## config.mk

```make
export PLATFORM = sky130hd
export DESIGN_NAME = cong_noi_tiep
export DESIGN_NICKNAME = d
export VERILOG_FILES = /design/src/rtl/cong_noi_tiep_pkg.sv /design/src/rtl/CONG_TOAN_PHAN.sv /design/src/rtl/cong_noi_tiep.sv
export SDC_FILE = /design/constraint.sdc
export NUM_CORES = 1
export LEC_CHECK = 0
export CAP_MARGIN = 20
export CORE_MARGIN = 2
export CORE_UTILIZATION = 43
export CTS_CLUSTER_SIZE = 16
export DETAILED_ROUTE_END_ITERATION = 8
export GPL_TIMING_DRIVEN = 1
export PLACE_DENSITY_LB_ADDON = 0.1
export RECOVER_POWER = 50
export SYNTH_ARGS = -nofsm -noshare
export SYNTH_HDL_FRONTEND = slang
export SYNTH_SLANG_ARGS = --single-unit
```

## constraint.sdc

```tcl
create_clock -name CLK -period 1.2 [get_ports CLK]
set_input_delay 0.24 -clock CLK [delete_from_list [all_inputs] [get_ports CLK]]
set_output_delay 0.24 -clock CLK [all_outputs]
set_load 0.1 [all_outputs]
```

## src/rtl/cong_noi_tiep_pkg.sv

```systemverilog
// Shared definitions for the bit-serial adder: FSM state encoding,
// default operand width and the bit-counter width expression.
package cong_noi_tiep_pkg;

  typedef enum logic {
    ST_IDLE = 1'b0,
    ST_RUN  = 1'b1
  } state_t;

  localparam int DEF_WIDTH = 4;

  function automatic int cnt_bits(input int width);
    return $clog2(width);
  endfunction

endpackage

```

## src/rtl/CONG_TOAN_PHAN.sv

```systemverilog
// One-bit full adder cell.
// Combinational, zero latency; no flow control.
// Always ready: outputs follow inputs.
module CONG_TOAN_PHAN (
  input  logic A,
  input  logic B,
  input  logic CIN,
  output logic S,
  output logic COUT
);

  assign S    = A ^ B ^ CIN;
  assign COUT = (A & B) | (A & CIN) | (B & CIN);

endmodule

```

## src/rtl/cong_noi_tiep.sv

```systemverilog
// Bit-serial adder: {COUT,S} = A + B + CIN, one bit per clock, LSB first.
// Latency WIDTH cycles from the accepted START edge to the one-cycle DONE pulse.
// No queuing: START is only sampled in IDLE and ignored while BUSY.
module cong_noi_tiep
  import cong_noi_tiep_pkg::*;
#(
  parameter int WIDTH = DEF_WIDTH
) (
  input  logic             CLK,
  input  logic             RST,
  input  logic             START,
  input  logic [WIDTH-1:0] A,
  input  logic [WIDTH-1:0] B,
  input  logic             CIN,
  output logic             BUSY,
  output logic             DONE,
  output logic [WIDTH-1:0] S,
  output logic             COUT
);

  localparam int CW = cnt_bits(WIDTH);
  localparam logic [CW-1:0] LAST = CW'(WIDTH - 1);

  state_t           state, state_nx;
  logic [WIDTH-1:0] sa, sb, res;
  logic             c;
  logic [CW-1:0]    cnt;

  logic             load, shift, finish;
  logic             s_i, co_i;

  CONG_TOAN_PHAN u_fa (
    .A    (sa[0]),
    .B    (sb[0]),
    .CIN  (c),
    .S    (s_i),
    .COUT (co_i)
  );

  always_comb begin
    state_nx = state;
    load     = 1'b0;
    shift    = 1'b0;
    finish   = 1'b0;
    case (state)
      ST_IDLE: begin
        if (START) begin
          load     = 1'b1;
          state_nx = ST_RUN;
        end
      end
      ST_RUN: begin
        shift = 1'b1;
        if (cnt == LAST) begin
          finish   = 1'b1;
          state_nx = ST_IDLE;
        end
      end
      default: state_nx = ST_IDLE;
    endcase
  end

  // BUSY is a decode of the state register so that reset clears it instantly
  assign BUSY = (state == ST_RUN);

  always_ff @(posedge CLK or posedge RST) begin
    if (RST) begin
      state <= ST_IDLE;
      sa    <= '0;
      sb    <= '0;
      res   <= '0;
      c     <= 1'b0;
      cnt   <= '0;
      S     <= '0;
      COUT  <= 1'b0;
      DONE  <= 1'b0;
    end else begin
      state <= state_nx;
      DONE  <= finish;
      if (load) begin
        sa  <= A;
        sb  <= B;
        c   <= CIN;
        cnt <= '0;
      end else if (shift) begin
        sa  <= sa >> 1;
        sb  <= sb >> 1;
        res <= {s_i, res[WIDTH-1:1]};
        c   <= co_i;
        // cnt wraps to zero on the last bit, so it never exceeds WIDTH-1
        cnt <= finish ? '0 : cnt + CW'(1);
      end
      if (finish) begin
        S    <= {s_i, res[WIDTH-1:1]};
        COUT <= co_i;
      end
    end
  end

endmodule
```

# ---- After elaboration in Yosys (flattened, before gate mapping)
# Index checks and enable logic that the tools add are counted.
dict set report op_classes {
  addsub 1
  n_eq_ne 1
  mux 16
  bitwise 9
  reduce_logical 2
}
# operator n
set op_table {}
lappend op_table {{4-bit 2-to-1 mux} 4}
lappend op_table {{1-bit 2-to-1 mux} 8}
lappend op_table {{2-bit 2-to-1 mux} 3}
lappend op_table {{1-bit AND} 3}
lappend op_table {{2-bit by 1-bit adder with 2-bit output (second input constant)} 1}
lappend op_table {{2-bit == test (second input constant)} 1}
lappend op_table {{1-bit NOT} 2}
lappend op_table {{1-bit bitwise OR} 2}
lappend op_table {{1-bit one-hot mux with 2 select lines} 1}
lappend op_table {{2-bit AND reduction} 1}
lappend op_table {{2-bit nonzero test} 1}
lappend op_table {{1-bit XOR} 2}
dict set report totals {
  register_bits 22
  input_bits 12
  output_inout_bits 7
  wordCells 38
}

# ---- Depth between registers and ports, before layout
# Gate-level depths: netlist (run 1).
dict set report depth {
  ltp_word 6
  ltp_mapped 3
  ltp_nobuf 3
}

# ---- Modules after synthesis
# Synthesis (run 1) repeated with hierarchy kept, for this count alone.
dict set report unflattened {
  hier_cells 70
  area_unflattened_um2 923.4
}
# mod n_inst cells_each area_per_inst_um2 seq_area_each_um2
set modules_own_cells {}
lappend modules_own_cells {cong_noi_tiep 1 69 903.4 525.5}
lappend modules_own_cells {CONG_TOAN_PHAN 1 1 20.0 0.0}

# ---- Least setup slack after synthesis (run 1)
# OpenSTA, ideal clock, no wires.
dict set report synth_path {
  path_type {register to register}
  from {register state, in the netlist BUSY}
  to {register res[1]}
  setup_time_ns 0.125
  arrival_time_ns 1.627
  required_time_ns 1.075
  slack_ns -0.552
  path_stages_with_launch 3
  n_path_buf 1
  period_less_slack_ns 1.752
  cell_sequence {dfrtp_1 -> buf_2 -> mux2_2}
}
dict set report synth_between {
  elab_chain_cells 3
  elab_cells_between_ends 4
  classes_between {2 x mux; 1 x bitwise; 1 x reduce/logical}
}
# element line_no
set synth_lines {}
lappend synth_lines {{start, declared} cong_noi_tiep.sv:24} ;# state_t state, state_nx;
lappend synth_lines {{start signal, assigned} cong_noi_tiep.sv:78} ;# state <= state_nx;
lappend synth_lines {{1-bit 2-to-1 mux} cong_noi_tiep.sv:45} ;# case (state)
lappend synth_lines {{1-bit NOT (no line)} --}
lappend synth_lines {{2-bit AND reduction (no line) *} --}
lappend synth_lines {{end signal, assigned} cong_noi_tiep.sv:88} ;# res <= {s_i, res[WIDTH-1:1]};
lappend synth_lines {{end, declared} cong_noi_tiep.sv:25} ;# logic [WIDTH-1:0] sa, sb, res;
# Every way passes the cells marked *; elsewhere a longest branch is shown, timed or not.
# A chain may end at the register's enable or synchronous reset.

# ---- Worst setup path in the final report (run 1)
dict set report layout_path {
  from {register sa[0]}
  to {register S[3]}
}
dict set report layout_between {
  elab_chain_cells 2
}
# element line_no
set layout_lines {}
lappend layout_lines {{start, declared} cong_noi_tiep.sv:25}
lappend layout_lines {{start signal, assigned} cong_noi_tiep.sv:86} ;# sa <= sa >> 1;
lappend layout_lines {{1-bit XOR (2 in series)} CONG_TOAN_PHAN.sv:12} ;# assign S = A ^ B ^ CIN;
lappend layout_lines {{named net s_i} cong_noi_tiep.sv:30} ;# logic s_i, co_i;
lappend layout_lines {{end signal, assigned} cong_noi_tiep.sv:94} ;# S <= {s_i, res[WIDTH-1:1]};
lappend layout_lines {{end, declared} cong_noi_tiep.sv:17} ;# output logic [WIDTH-1:0] S,
# The timed path passes the listed nets, and every way through them passes these cells.

==> results of run 1 <==
==> logic make-up (layout without fill, tap and decap cells) <==
family | count (synthesis) | count (layout)
adder cells (fa/ha/maj) | 2 | 2
buffers and inverters | 5 | 33
multiplexers | 17 | 17
flip-flops | 21 | 21
AO/OA/AOI/OAI | 10 | 10
AND/OR/NAND/NOR | 12 | 12
==> cells in the final DEF, fill, tap and decap left out, drive strengths merged, types with 2 or more instances in the layout <==
cell type	n
dfrtp	21
buf	14
clkdlybuf4s50	10
mux2i	9
nand2	8
mux2	8
o21ai	7
clkbuf	5
nor2	3
inv	2
==> state kept, by name, summed over array words and instances (netlist names) <==
register,cells
sa,4
sb,4
COUT,1
BUSY,1
S,4
c,1
res,3
DONE,1
cnt,2
==> report_power, final <==
part	switching, mW	internal (mW)
clock	0.215	0.125
sequential	0.236	1.02
combinational	1.22	0.966
==> final cells by class <==
cell class / instances / area [um^2]
flip-flops and latches: 21 / 536
repair buffers: 27 / 327
clock buffers: 3 / 22.5
clock inverters: 1 / 5.00
multi-input cells: 41 / 340
inverters: 2 / 7.51
well taps: 27 / 33.8
fillers: 159 / 671
==> critical path, delay by kind of cell (launching register included) <==
family,cells,cell delay (ps)
mux,1,270
fa+ha+maj,1,500
flops,1,420
==> worst max path at each step <==
stage | endpoint | from | slack (ps)
2_1_floorplan | S[3] | c | -40
4_1_cts | S[3] | sa[0] | -80
3_3_place_gp | S[3] | c | -100
6_report | S[3] | sa[0] | -80
3_5_place_dp | cnt[1] | START | -120
5_1_grt | S[3] | sa[0] | -100
==> through the flow <==
stage / area (um^2) / utilization, % / total power, mW / hold WS, ps
after floorplan: 900 / - / 2.59 / 216
after global placement: 1220 / 63.1 / 3.29 / 457
after detailed placement: 1220 / 63.1 / 3.37 / 475
after CTS: 1280 / 65.7 / 3.79 / 212
after global routing: 1270 / 65.5 / 3.97 / 523
final: 1270 / 65.5 / 3.78 / 460
==> layer usage <==
| metal | wire length (um) | vias up | global-route usage [%] |
|---|---|---|---|
| li1 | - | 286 | - |
| met1 | 724 | 282 | 18.3 |
| met2 | 861 | 12 | 27.2 |
| met3 | 52 | 4 | 3.37 |
| met4 | 45 | 0 | 11.4 |
| met5 | 0 | - | 0 |
==> timing repair <==
item                                    CTS  global route
pin swaps                                 1             0
gates resized for setup                   3             1
cloned                                    0             0
hold buffers                              0             0
setup buffers                             2             0
endpoints found under the setup margin    7            10
==> metrics, run 1 <==
worst reg2reg setup slack -80 ps; Hold Fails Final Rpt 0; ys async rst share 100%; global route total overflow 0; Die H 49 um; Slew HR 56.1%; PortBufs 18; HPWL after detailed placement 1.20 mm; crit share post-route 107%; max_cap viols 0; CTS sink count 21; Leak 0.598 nW; DR WL/cell 13.8 um; Adder-Cell Fraction of Synth Area 3.74%; Hold WC Path Type primary input to async pin; TritonCTS Buffers 3; Most used DFF post-synth dfrtp_1; Die W 49 um; initial antenna violation count 0; pre-CTS setup slack -120 ps; Arrival @ worst endpoint 1490 ps; vias per cell 4.79; Crit Path Class flip-flop to flip-flop; Mapped Area 871 um^2; skew final 9.62 ps; synth unique cells 16; largest net degree at the start of global routing 14; worst skew pair latency 310 ps; Synth area leader dfrtp_1; largest family of logic cells by synthesized area multiplexers; post-synthesis sequential area ratio 60.3%; Starting Density 44.8%; FF+latch count, synth 21; DRT antenna net count 0; multiplexer share of the synthesized area 20.7%; H-tree depth reported by CTS 1; fin cells 122; Syn-to-layout area delta 46.0%; Final Critical Period 1280 ps; crit end category flip-flop; setup_tns -230 ps; Post-Synthesis Cells 67; post-synthesis simple-gate area fraction 5.89%; Max IR drop VDD 0.00254 V; Post-synth EDFFs 0; Least-Margin Pin Slew 658 ps; compound-cell area share of the yosys netlist 6.47%; violations in the final reports negative setup slack; core box area 1940 um^2; Placer Congestion 0.704; crit-path cells fa_2, mux2_2; top-count cell post-synth dfrtp_1; synth top area cells dfrtp_1 60%, mux2i_1 10%, mux2_2 10%, o21ai_0 4.0%, nand2_1 3.0%; post-placement cell count 116; Final WS setup -79.6 ps; crit path max-delay cell type fa_2; RR Endpoint S[3]; Slew Limit Fails 0; Power per Cell Area 2980 nW/um^2; r2r startpoint sa[0]; R2R depth 2; Mean Syn Cell Area 13.0 um^2; cell at the root of the clock tree clkbuf_4; Max clock buf depth 2; CTS tree done; Synth top area share 60.3%; row cnt 16; Required @ worst endpoint 1410 ps; FMAX 781 MHz; die footprint 2400 um^2; drt pass-1 iters 4; RSZ-0062 raised after global routing true; commonest cells in the netlist 21 x dfrtp_1, 9 x mux2i_1, 8 x mux2_2, 7 x nand2_1, 7 x o21ai_0; routed wire length 1.68 mm; layout cells sized above 1 37.9%; gr usage total 16.2%; status finished with violations; CP peak stage delay 500 ps; IO Pins 19; Net Count, Synth 81; Final nets 110; Residual DRC 0; XOR/XNOR Fraction of Synth Area 0%; routed vias 584; highest fanout seen on the critical path 2; Clock Pin Slew Worst Setup and Hold Paths 120 ps; DRT iter0 DRCs 2; CP Launch Type flip-flop; diodes inserted 0; Finish-stage setup viols 7; first-pass GRT wire length 2.82 mm; vias in the first global route 590; synth warn 0
No activity file was read; power rests on OpenSTA's default activity.
==> run 2, diff against run 1 <==
--- a/config.mk
+++ b/config.mk
@@ -16,3 +16,4 @@
 export SYNTH_ARGS = -nofsm -noshare
 export SYNTH_HDL_FRONTEND = slang
 export SYNTH_SLANG_ARGS = --single-unit
+export TNS_END_PERCENT = 100
==> results of run 2 <==
Same layout as run 1: the final DEF is identical, and so are final timing and power.
==> run 3, diff against run 2 <==
--- a/config.mk
+++ b/config.mk
@@ -7,7 +7,7 @@
 export LEC_CHECK = 0
 export CAP_MARGIN = 20
 export CORE_MARGIN = 2
-export CORE_UTILIZATION = 43
+export CORE_UTILIZATION = 48
 export CTS_CLUSTER_SIZE = 16
 export DETAILED_ROUTE_END_ITERATION = 8
 export GPL_TIMING_DRIVEN = 1
@@ -16,4 +16,4 @@
 export SYNTH_ARGS = -nofsm -noshare
 export SYNTH_HDL_FRONTEND = slang
 export SYNTH_SLANG_ARGS = --single-unit
-export TNS_END_PERCENT = 100
+export TNS_END_PERCENT = 30
==> constraint.sdc (replaced) <==
create_clock -name CLK -period 1.4 [get_ports CLK]
set_input_delay 0.28 -clock CLK [delete_from_list [all_inputs] [get_ports CLK]]
set_output_delay 0.28 -clock CLK [all_outputs]
set_load 0.1 [all_outputs]
==> metrics, run 3 (synthesis gave the netlist of run 1 again) <==
status completed; first-pass GRT wire length 2.29 mm; gr usage total 15.3%; Clock Pin Slew Worst Setup and Hold Paths 110 ps; Die H 46.6 um; Placer Congestion 0.699; routed vias 541; Arrival @ worst endpoint 1060 ps; crit-path cells buf_12; IO Pins 19; CP Launch Type flip-flop; depth of the worst hold-timing path 2; TritonCTS Buffers 3; global route total overflow 0; Leak 0.564 nW; Top Family by Delay on Critical Path flip-flops; H-tree depth reported by CTS 1; P_sw 1.31 mW; DRT iter0 DRCs 7; Final nets 104; Gate power share 53.8%; PortBufs 18; switching fraction of total power 44.4%; Least-Margin Pin Slew 505 ps; Stages on worst setup path 1; WP buf/inv 1; layout cells sized above 1 24.7%; CTS tree done; FMAX 744 MHz; clock share of power 9.3%; Power Internal 1.64 mW; CTS sink count 21; filler instances 118; Hold Fails Final Rpt 0; Max IR drop VDD 0.00260 V; HPWL after detailed placement 997 um; Syn-to-layout area delta 35.5%; core box area 1710 um^2; most frequent cells in the layout 20 x dfrtp_1, 9 x mux2i_1, 9 x clkdlybuf4s50_1; DR WL/cell 11.7 um; worst reg2reg setup slack 70 ps; Hold WC Path Type flip-flop to flip-flop; commonest non-fill, non-tap cell in the layout dfrtp_1; # hold bufs at CTS 0; Required @ worst endpoint 1120 ps; max_cap viols 0; setup_tns 0 ps; Crit Path Class flip-flop to primary output; largest registers S x4, sa x4, sb x4; RSZ-0062 raised after global routing false; initial antenna violation count 0; R2R depth 3; row cnt 15; drt pass-1 iters 2; crit end category primary output; Power per Cell Area 2500 nW/um^2; final core utilization 69.1%; post-CTS setup repair buffer count 0; worst skew pair latency 290 ps; Finish-stage setup viols 0; highest fanout seen on the critical path 15; CP peak stage delay 580 ps; cell at the root of the clock tree clkbuf_4; source of the critical timing path BUSY; RR Endpoint S[0]; Setup crit end BUSY; Slew Limit Fails 0; crit share post-route 96.0%; cts repair resizes 0; die footprint 2170 um^2; Slew HR 66.4%; Starting Density 51.0%; Residual DRC 0; r2r startpoint cnt[0]; Die W 46.6 um; Final Critical Period 1340 ps; DRT antenna net count 0; power share of the sequential group 36.9%; Max clock buf depth 2; vias per cell 4.75; largest net degree at the start of global routing 22; diodes inserted 0; vias in the first global route 541; crit path max-delay cell type dfrtp_4; skew final 5.60 ps; routed wire length 1.34 mm
run 3: per-layer routing:
| metal | part of all wire, % | vias up | GRT usage (%) | routed length (um) |
|---|---|---|---|---|
| met5 | 0 | - | 0 | 0 |
| met4 | 0.75 | 0 | 8.57 | 10 |
| met3 | 3.5 | 2 | 2.35 | 47 |
| met2 | 50 | 8 | 23.6 | 670 |
| met1 | 45 | 261 | 20.3 | 607 |
| li1 | - | 270 | - | - |
run 3: stage by stage:
stage | setup WS (ps) | std cells | instance area (um^2) | hold slack (ps) | power (mW)
after floorplan | 89.6 | 67 | 875 | 257 | 2.13
after global placement | 58.1 | 110 | 1170 | 458 | 2.68
after detailed placement | 45.4 | 110 | 1170 | 468 | 2.73
after CTS | 35.0 | 114 | 1200 | 323 | 3.01
after global routing | 3.74 | 114 | 1180 | 530 | 3.12
final | 55.4 | 114 | 1180 | 490 | 2.95
run 3: area by class of cell:
type                       count  area (um^2)  share of cell area, %
tap                           25         31.3                   2.65
clock buffer                   4         26.3                   2.23
inverter                       2         7.51                  0.636
timing repair buffer          21          268                   22.7
multi-input combinational     41          318                   26.9
sequential                    21          529                   44.9
run 3: how the worst min path moves through the flow:
stage / startpoint / to / slack [ps]
after floorplan: RST / BUSY / 260
after global placement: sa[3] / sa[2] / 460
after detailed placement: sa[2] / sa[1] / 470
after CTS: RST / BUSY / 320
after global routing: sa[2] / sa[1] / 530
final: sb[3] / sb[2] / 490
run 3: power groups by stage:
stage,clock (mW),combinational (mW),sequential (mW)
2_1_floorplan,0,0.489,1.64
5_1_grt,0.315,1.68,1.13
6_report,0.275,1.59,1.09
3_5_place_dp,0,1.61,1.11
3_3_place_gp,0,1.58,1.10
4_1_cts,0.287,1.62,1.10
run 3: tightest hold or removal path: cells and delay by family (launching register included):
kind               cells  cell delay [ps]
AOI/OAI and AO/OA      1               60
DFF                    1              360
and+or+nand+nor        1               40
